File: src/rtl/rom_stream_reader_pkg.sv
// Shared types and constants for rom_stream_reader: FSM state encoding and
// the 4-byte "ASRM" image header magic.
package rom_stream_reader_pkg;

  typedef enum logic [2:0] {
    IDLE,
    HDR,
    STREAM,
    DONE,
    ERR
  } state_t;

  localparam int HDR_LEN = 4;

  localparam logic [7:0] MAGIC_0 = 8'h41;
  localparam logic [7:0] MAGIC_1 = 8'h53;
  localparam logic [7:0] MAGIC_2 = 8'h52;
  localparam logic [7:0] MAGIC_3 = 8'h4D;

  function automatic logic [7:0] magic_byte(input logic [1:0] idx);
    logic [7:0] b;
    case (idx)
      2'd0:    b = MAGIC_0;
      2'd1:    b = MAGIC_1;
      2'd2:    b = MAGIC_2;
      default: b = MAGIC_3;
    endcase
    return b;
  endfunction

endpackage

File: src/rtl/rom_stream_reader.sv
// Reads an "ASRM"-headed image from a one-cycle registered ROM and streams the
// payload over valid/ready. Define ROM_STREAM_CHECKSUM_EN for the running checksum.
module rom_stream_reader
  import rom_stream_reader_pkg::*;
#(
  parameter int ADDR_W    = 6,
  parameter int IMAGE_LEN = 46
) (
  input  logic              clk,
  input  logic              reset,
  input  logic              start,
  output logic [ADDR_W-1:0] rom_addr,
  output logic              rom_enable_out,
  input  logic [7:0]        rom_data,
  output logic [7:0]        out_data,
  output logic              out_valid,
  input  logic              out_ready,
  output logic              busy,
  output logic              done,
  output logic              error,
  output logic [7:0]        checksum
);

  localparam logic [ADDR_W-1:0] LAST_ADDR = ADDR_W'(IMAGE_LEN - 1);
  localparam logic [ADDR_W-1:0] HDR_LAST  = ADDR_W'(HDR_LEN - 1);

  state_t            state, state_next;
  logic [ADDR_W-1:0] p, p_next;
  logic              dv, dv_next;
  logic              adv, fire, active;
  logic              clear_flags, set_done, set_error;

  // p tracks the address the ROM will present next cycle; dv says the ROM
  // output already holds byte p, so a stall simply re-reads the same address.
  always_comb begin
    state_next  = state;
    dv_next     = dv;
    adv         = 1'b0;
    fire        = 1'b0;
    active      = 1'b0;
    out_valid   = 1'b0;
    clear_flags = 1'b0;
    set_done    = 1'b0;
    set_error   = 1'b0;
    case (state)
      HDR: begin
        active = 1'b1;
        if (!dv) begin
          dv_next = 1'b1;
        end else begin
          adv = 1'b1;
          if (rom_data != magic_byte(p[1:0])) begin
            state_next = ERR;
            dv_next    = 1'b0;
            set_error  = 1'b1;
          end else if (p == HDR_LAST) begin
            state_next = STREAM;
          end
        end
      end
      STREAM: begin
        active    = 1'b1;
        out_valid = dv;
        fire      = dv & out_ready;
        adv       = fire;
        if (fire && (p == LAST_ADDR)) begin
          state_next = DONE;
          dv_next    = 1'b0;
          set_done   = 1'b1;
        end
      end
      default: begin
        if (start) begin
          state_next  = HDR;
          dv_next     = 1'b0;
          clear_flags = 1'b1;
        end
      end
    endcase
  end

  assign rom_addr       = active ? (p + ADDR_W'(adv)) : '0;
  assign p_next         = (set_done || set_error) ? '0 : rom_addr;
  assign rom_enable_out = active;
  assign busy           = active;
  assign out_data       = out_valid ? rom_data : 8'h00;

  always_ff @(posedge clk or posedge reset) begin
    if (reset) begin
      state <= IDLE;
      p     <= '0;
      dv    <= 1'b0;
    end else begin
      state <= state_next;
      p     <= p_next;
      dv    <= dv_next;
    end
  end

  // done/error are sticky until the next accepted start.
  always_ff @(posedge clk or posedge reset) begin
    if (reset) begin
      done  <= 1'b0;
      error <= 1'b0;
    end else if (clear_flags) begin
      done  <= 1'b0;
      error <= 1'b0;
    end else begin
      if (set_done) done <= 1'b1;
      if (set_error) error <= 1'b1;
    end
  end

`ifdef ROM_STREAM_CHECKSUM_EN
  logic [7:0] sum;

  always_ff @(posedge clk or posedge reset) begin
    if (reset) begin
      sum <= 8'h00;
    end else if (clear_flags) begin
      sum <= 8'h00;
    end else if (fire) begin
      sum <= sum + out_data;
    end
  end

  assign checksum = sum;
`else
  assign checksum = 8'h00;
`endif

endmodule

File: config.mk
export PLATFORM = sky130hd
export DESIGN_NAME = rom_stream_reader
export DESIGN_NICKNAME = d
export VERILOG_FILES = /design/src/rtl/rom_stream_reader_pkg.sv /design/src/rtl/rom_stream_reader.sv
export SDC_FILE = /design/constraint.sdc
export NUM_CORES = 1
export LEC_CHECK = 0
export CAP_MARGIN = 25
export CORE_UTILIZATION = 44
export DETAILED_ROUTE_END_ITERATION = 6
export PLACE_DENSITY = 0.9
export SYNTH_ARGS = -nofsm -noshare
export SYNTH_HDL_FRONTEND = slang
export SYNTH_SLANG_ARGS = --single-unit
File: constraint.sdc
create_clock -name clk -period 3.3 [get_ports clk]
set_clock_uncertainty 0.15 [all_clocks]
set_input_delay 0.66 -clock clk [delete_from_list [all_inputs] [get_ports clk]]
set_output_delay 0.66 -clock clk [all_outputs]
set_load 0.02 [all_outputs]
# Word-level counts from Yosys, hierarchy flattened
# Cells that the tools add are included.
dict set report totals {
  regBits 12
  input_bits 12
  output_inout_bits 27
  wordCells 58
}
dict set report op_classes {
  addsub 1
  n_eq_ne 10
  muxes 32
  n_bitwise 1
  reduce_logical 9
}
# op count
set op_table {}
lappend op_table {{two-way mux 8 bit} 3}
lappend op_table {{two-way mux 1 bit} 18}
lappend op_table {{two-way mux 3 bit} 5}
lappend op_table {{case mux 5 bit (3 select lines)} 1}
lappend op_table {{two-way mux 6 bit} 2}
lappend op_table {{inequality test 8 bit} 1}
lappend op_table {{adder 6 x 1 -> 6 bit} 1}
lappend op_table {{equality test 6 x 2 -> 1 bit, second input constant} 1}
lappend op_table {{equality test 6 bit, second input constant} 1}
lappend op_table {{case mux 3 bit (2 select lines)} 1}
lappend op_table {{inequality test 2 bit, second input constant} 2}
lappend op_table {{case mux 1 bit (2 select lines)} 2}
lappend op_table {{AND reduction 4 bit} 1}
lappend op_table {{nonzero test 2 bit} 2}
lappend op_table {{equality test 3 x 1 -> 1 bit, second input constant} 1}
lappend op_table {{equality test 3 x 2 -> 1 bit, second input constant} 1}
lappend op_table {{inequality test 3 bit, second input constant} 1}
lappend op_table {{nonzero test 3 bit} 1}
lappend op_table {{equality test 2 x 1 -> 1 bit, second input constant} 1}
lappend op_table {{equality test 2 bit, second input constant} 1}
lappend op_table {{logical NOT 2 bit} 1}
lappend op_table {{AND reduction 2 bit} 1}
lappend op_table {{OR reduction 2 bit} 1}
lappend op_table {{bitwise AND 1 bit} 1}
lappend op_table {{2 further kinds} 2}

# Longest topological paths before layout
# Gate-level depths: netlist of the first run.
dict set report logic_depth {
  depth_word 10
  ltp_mapped 11
  depth_no_buf 9
}

# Worst setup path before layout of the first run
# Ideal clock, no wire load.
dict set report synth_path {
  path_kind {register -> output}
  from {register state[0]}
  to {output rom_addr[2]}
  arrival_ns 2.259
  path_slack_ns 0.231
  path_stages_with_launch 10
  path_buffers 2
  path_cell_list {dfrtp_1 clkbuf_2 and4bb_2 clkbuf_1 nand2_1 nand2_1 ha_1 ha_1 xnor2_1 nor3_1}
}
dict set report synth_between {
  elab_chain_cells 4
}
# item line_no
set synth_lines {}
lappend synth_lines {{from (decl)} rom_stream_reader.sv:27} ;# state_t state, state_next;
lappend synth_lines {{from (signal assigned)} rom_stream_reader.sv:94} ;# state <= state_next;
lappend synth_lines {{equality test 3 x 2 -> 1 bit or equality test 3 x 1 -> 1 bit (tied branches)} rom_stream_reader.sv:45} ;# case (state)
lappend synth_lines {{case mux 1 bit (2 select lines) or OR reduction 2 bit (tied branches)} n/a}
lappend synth_lines {{adder 6 x 1 -> 6 bit or two-way mux 1 bit (tied branches)} {rom_stream_reader.sv:82, rom_stream_reader.sv:45}}
lappend synth_lines {{two-way mux 6 bit (*)} rom_stream_reader.sv:82} ;# assign rom_addr = active ? (p + ADDR_W'(adv)) : '0;
lappend synth_lines {{to (decl)} rom_stream_reader.sv:12} ;# output logic [ADDR_W-1:0] rom_addr,
# Every way passes the cells marked *; elsewhere a longest branch is shown, timed or not.

# Final worst setup path of the first run
dict set report layout_path {
  from {input out_ready}
  to {output rom_addr[1]}
}
dict set report layout_between {
  elab_chain_cells 4
}
# item line_no
set layout_lines {}
lappend layout_lines {{from (decl)} rom_stream_reader.sv:17} ;# input logic out_ready,
lappend layout_lines {{bitwise AND 1 bit} rom_stream_reader.sv:64} ;# fire = dv & out_ready;
lappend layout_lines {{case mux 1 bit (2 select lines)} rom_stream_reader.sv:45}
lappend layout_lines {{adder 6 x 1 -> 6 bit} rom_stream_reader.sv:82}
lappend layout_lines {{two-way mux 6 bit} rom_stream_reader.sv:82}
# No other way between the ends.

==> results.json, run 1 <==
{
  "postRouteAntennaNets": 0,
  "core_mm2": 0.00221,
  "min_period_over_period_pct": 98.2,
  "startpoint_type": "input port",
  "hold_class": "reg2reg",
  "num_vias": 917,
  "dpl.hpwl_um": 1770,
  "leakage_nw": 0.645,
  "vdd_drop_max_uv": 385,
  "nets": 162,
  "clkTransAtPathRegs_ns": 0.08,
  "die_h_um": 50.4,
  "clk_latency_ns": 0.28,
  "yosysUniqueCellTypes": 43,
  "post_cts_buffers": 0,
  "cp_slowest_stage_delay_ns": 0.59,
  "grt_first_pass_wirelength_um": 3800,
  "htree_levels": 1,
  "final.setup.tns_ns": 0,
  "root_buffer": "clkbuf_4",
  "worst-path-max-fanout": 3,
  "synthSimpleGateAreaFrac_pct": 35.1,
  "syn_to_final_growth_pct": 33.2,
  "fill_cells": 189,
  "grt_usage_pct": 19.9,
  "power_mw": 0.907,
  "drcViolationCount": 0,
  "tritoncts": "done",
  "path_cells": "clkdlybuf4s50_1 > nand2_1 > nand2_1 > ha_1 > ha_1 > and2_1 > clkdlybuf4s50_1",
  "max_cap_violations": 0,
  "path_class": "in2out",
  "yosysSeqAreaShare_pct": 29.2,
  "antenna_found_initial": 0,
  "synth_mux_area_share_pct": 0,
  "worst_slack_ns": 0.0599,
  "grt_pass1_vias": 845,
  "dieWidth_um": 50.4,
  "wirelength_um": 2310,
  "first_iter_violations": 14,
  "ctsHoldBuffers": 0,
  "powerDensity_mw_per_mm2": 662,
  "die-area_mm2": 0.00254,
  "ys_ff_latch": 12,
  "dp_slack_ns": -0.145,
  "end_kind": "output pin",
  "cp_slowest_cell": "clkdlybuf4s50_1",
  "outcome": "complete, no violations",
  "crit_family": "buffers and inverters",
  "firstDrtPassIters": 6,
  "drive_above_1_share_pct": 16.0,
  "io_pins": 39,
  "rows": 17,
  "cts_buffers": 3,
  "cts-resized-gates": 2,
  "via_per_inst": 5.33,
  "hold_viol_final": 0,
  "critPathBufInv": 2,
  "maxSlewViolCount": 0,
  "period_minus_slack_ns": 3.24,
  "overflow": 0,
  "diodes": 0,
  "netlist_instances": 113,
  "synthesis.area_mm2": 0.00103,
  "grt_max_degree": 13,
  "synth_compound_area_share_pct": 13.0,
  "cts_buffer_depth": 2,
  "crit_arrival_ns": 2.43,
  "critPathRequiredTime_ns": 2.49,
  "synth_fa_ha_area_share_pct": 6.08,
  "regArea_um2": 300,
  "synth_xor_area_share_pct": 5.10,
  "port_buffers": 30,
  "multi_input_area_um2": 641,
  "synth_top_family_by_area": "simple AND/OR/NAND/NOR gates",
  "initial_core_util_pct": 46.5,
  "routedWlPerCell_um": 13.4,
  "clock_sinks": 12,
  "fmaxAchievable_mhz": 309,
  "rsz0062_at_grt": "false",
  "gp_congestion": 0.941,
  "hold_slack_ns": 0.366,
  "synth.avg_cell_area_um2": 9.11,
  "yosysWarnings": 0,
  "setup_viol": 0
}
[worst paths after layout]
check	endpoint	cells after the start	slack, ns	startpoint
hold reg to reg	done	1	0.37	done
hold / removal	done	1	0.37	done
max in group asynchronous	p[3]	2	2.14	reset
min in group asynchronous	error	2	0.54	reset
setup / recovery	rom_addr[1]	7	0.06	out_ready
setup reg to reg	p[4]	9	1.22	state[1]
[worst reg2reg max path, delay by kind of cell, from the launching register on]
kind / cells / cell delay, ns
AND/OR/NAND/NOR: 6 / 0.76
flip-flops: 1 / 0.48
adder cells (fa/ha/maj): 2 / 0.44
XOR/XNOR: 1 / 0.15
[cells in the final DEF, fill, tap and decap left out, types with 3 or more instances in the layout]
cell type / Yosys / layout
clkdlybuf4s50_1: 0 / 26
dfrtp_1: 12 / 12
nor2_1: 9 / 9
and2_1: 9 / 9
conb_1: 1 / 8
nand3_1: 7 / 7
nand2_1: 6 / 6
inv_1: 5 / 5
ha_1: 5 / 5
buf_4: 10 / 5
xnor2_1: 4 / 4
nor2b_1: 3 / 3
o21ai_0: 3 / 3
clkbuf_4: 0 / 3
[layout make-up]
| type | count | share of cell area (%) |
|---|---|---|
| multi-input cells | 88 | 46.7 |
| repair buffers | 35 | 24.8 |
| flip-flops and latches | 12 | 21.9 |
| clock buffers | 4 | 2.65 |
| well taps | 28 | 2.55 |
| inverters | 5 | 1.37 |
[cells in the mapped netlist, drive strengths merged]
| cell type | count | area (um^2) |
|---|---|---|
| dfrtp | 12 | 300 |
| buf | 11 | 80.1 |
| and2 | 10 | 63.8 |
| nor2 | 9 | 33.8 |
| nand3 | 7 | 35.0 |
| nand2 | 6 | 22.5 |
| ha | 5 | 62.6 |
| inv | 5 | 18.8 |
| clkbuf | 4 | 16.3 |
| xnor2 | 4 | 35.0 |
| a21oi | 3 | 26.3 |
| nor2b | 3 | 18.8 |
| o21ai | 3 | 15.0 |
| or3b | 3 | 28.8 |
| a21o | 2 | 17.5 |
| a31oi | 2 | 12.5 |
| and3b | 2 | 20.0 |
| nor3b | 2 | 20.0 |
| nor4b | 2 | 47.6 |
| or3 | 2 | 17.5 |
| xor2 | 2 | 17.5 |
| a211oi | 1 | 7.51 |
| a21boi | 1 | 7.51 |
| a22o | 1 | 8.76 |
| a22oi | 1 | 21.3 |
| a32oi | 1 | 8.76 |
| and4b | 1 | 10.0 |
| and4bb | 1 | 12.5 |
| conb | 1 | 3.75 |
| nand3b | 1 | 7.51 |
| nand4 | 1 | 6.26 |
| nor3 | 1 | 5.00 |
| nor4 | 1 | 6.26 |
| o221ai | 1 | 8.76 |
| or2 | 1 | 6.26 |
[routing by layer]
metal / vias up / track usage, % / part of all wire (%)
li1: 435 / - / -
met1: 435 / 22.6 / 41
met2: 40 / 36.2 / 51
met3: 7 / 3.33 / 5.7
met4: 0 / 8.33 / 2.7
met5: - / 0 / 0
[stage by stage]
stage	utilization (%)	instance area, um^2	instances
after floorplan	-	1060	120
after global placement	60.2	1330	168
after detailed placement	60.2	1330	168
after CTS	61.8	1370	172
after global routing	62.0	1370	172
final	62.0	1370	172
[state kept, by name (all words and copies together) (netlist names)]
name   count
p          6
dv         1
state      3
error      1
done       1
[cells by family (layout without fill, tap and decap cells)]
family          Yosys count  after routing
simple gates             53             53
other cells               1              8
xor+xnor                  6              6
compound gates           16             16
fa+ha+maj                 5              5
buf+inv                  20             44
flops                    12             12
[where the power goes]
| part | switching [mW] | total (mW) | internal [mW] | leakage, nW |
|---|---|---|---|---|
| registers | 0.0457 | 0.229 | 0.183 | 0.161 |
| logic | 0.296 | 0.558 | 0.262 | 0.463 |
| clock network | 0.0538 | 0.121 | 0.0672 | 0.0210 |
| total | 0.395 | 0.907 | 0.512 | 0.645 |
(Power assumes the default switching activity.)
==> run 2: changes to the inputs <==
ABC_CLOCK_PERIOD_IN_PS = 3300   (was not set)
CTS_CLUSTER_SIZE = 8   (was not set)
==> results of run 2 <==
The final DEF is identical to that of run 1; final timing and power are the same.
==> run 3: changes to the inputs <==
SLEW_MARGIN = 25   (was not set)
==> results of run 3 <==
The final DEF is identical to that of run 1; final timing and power are the same.
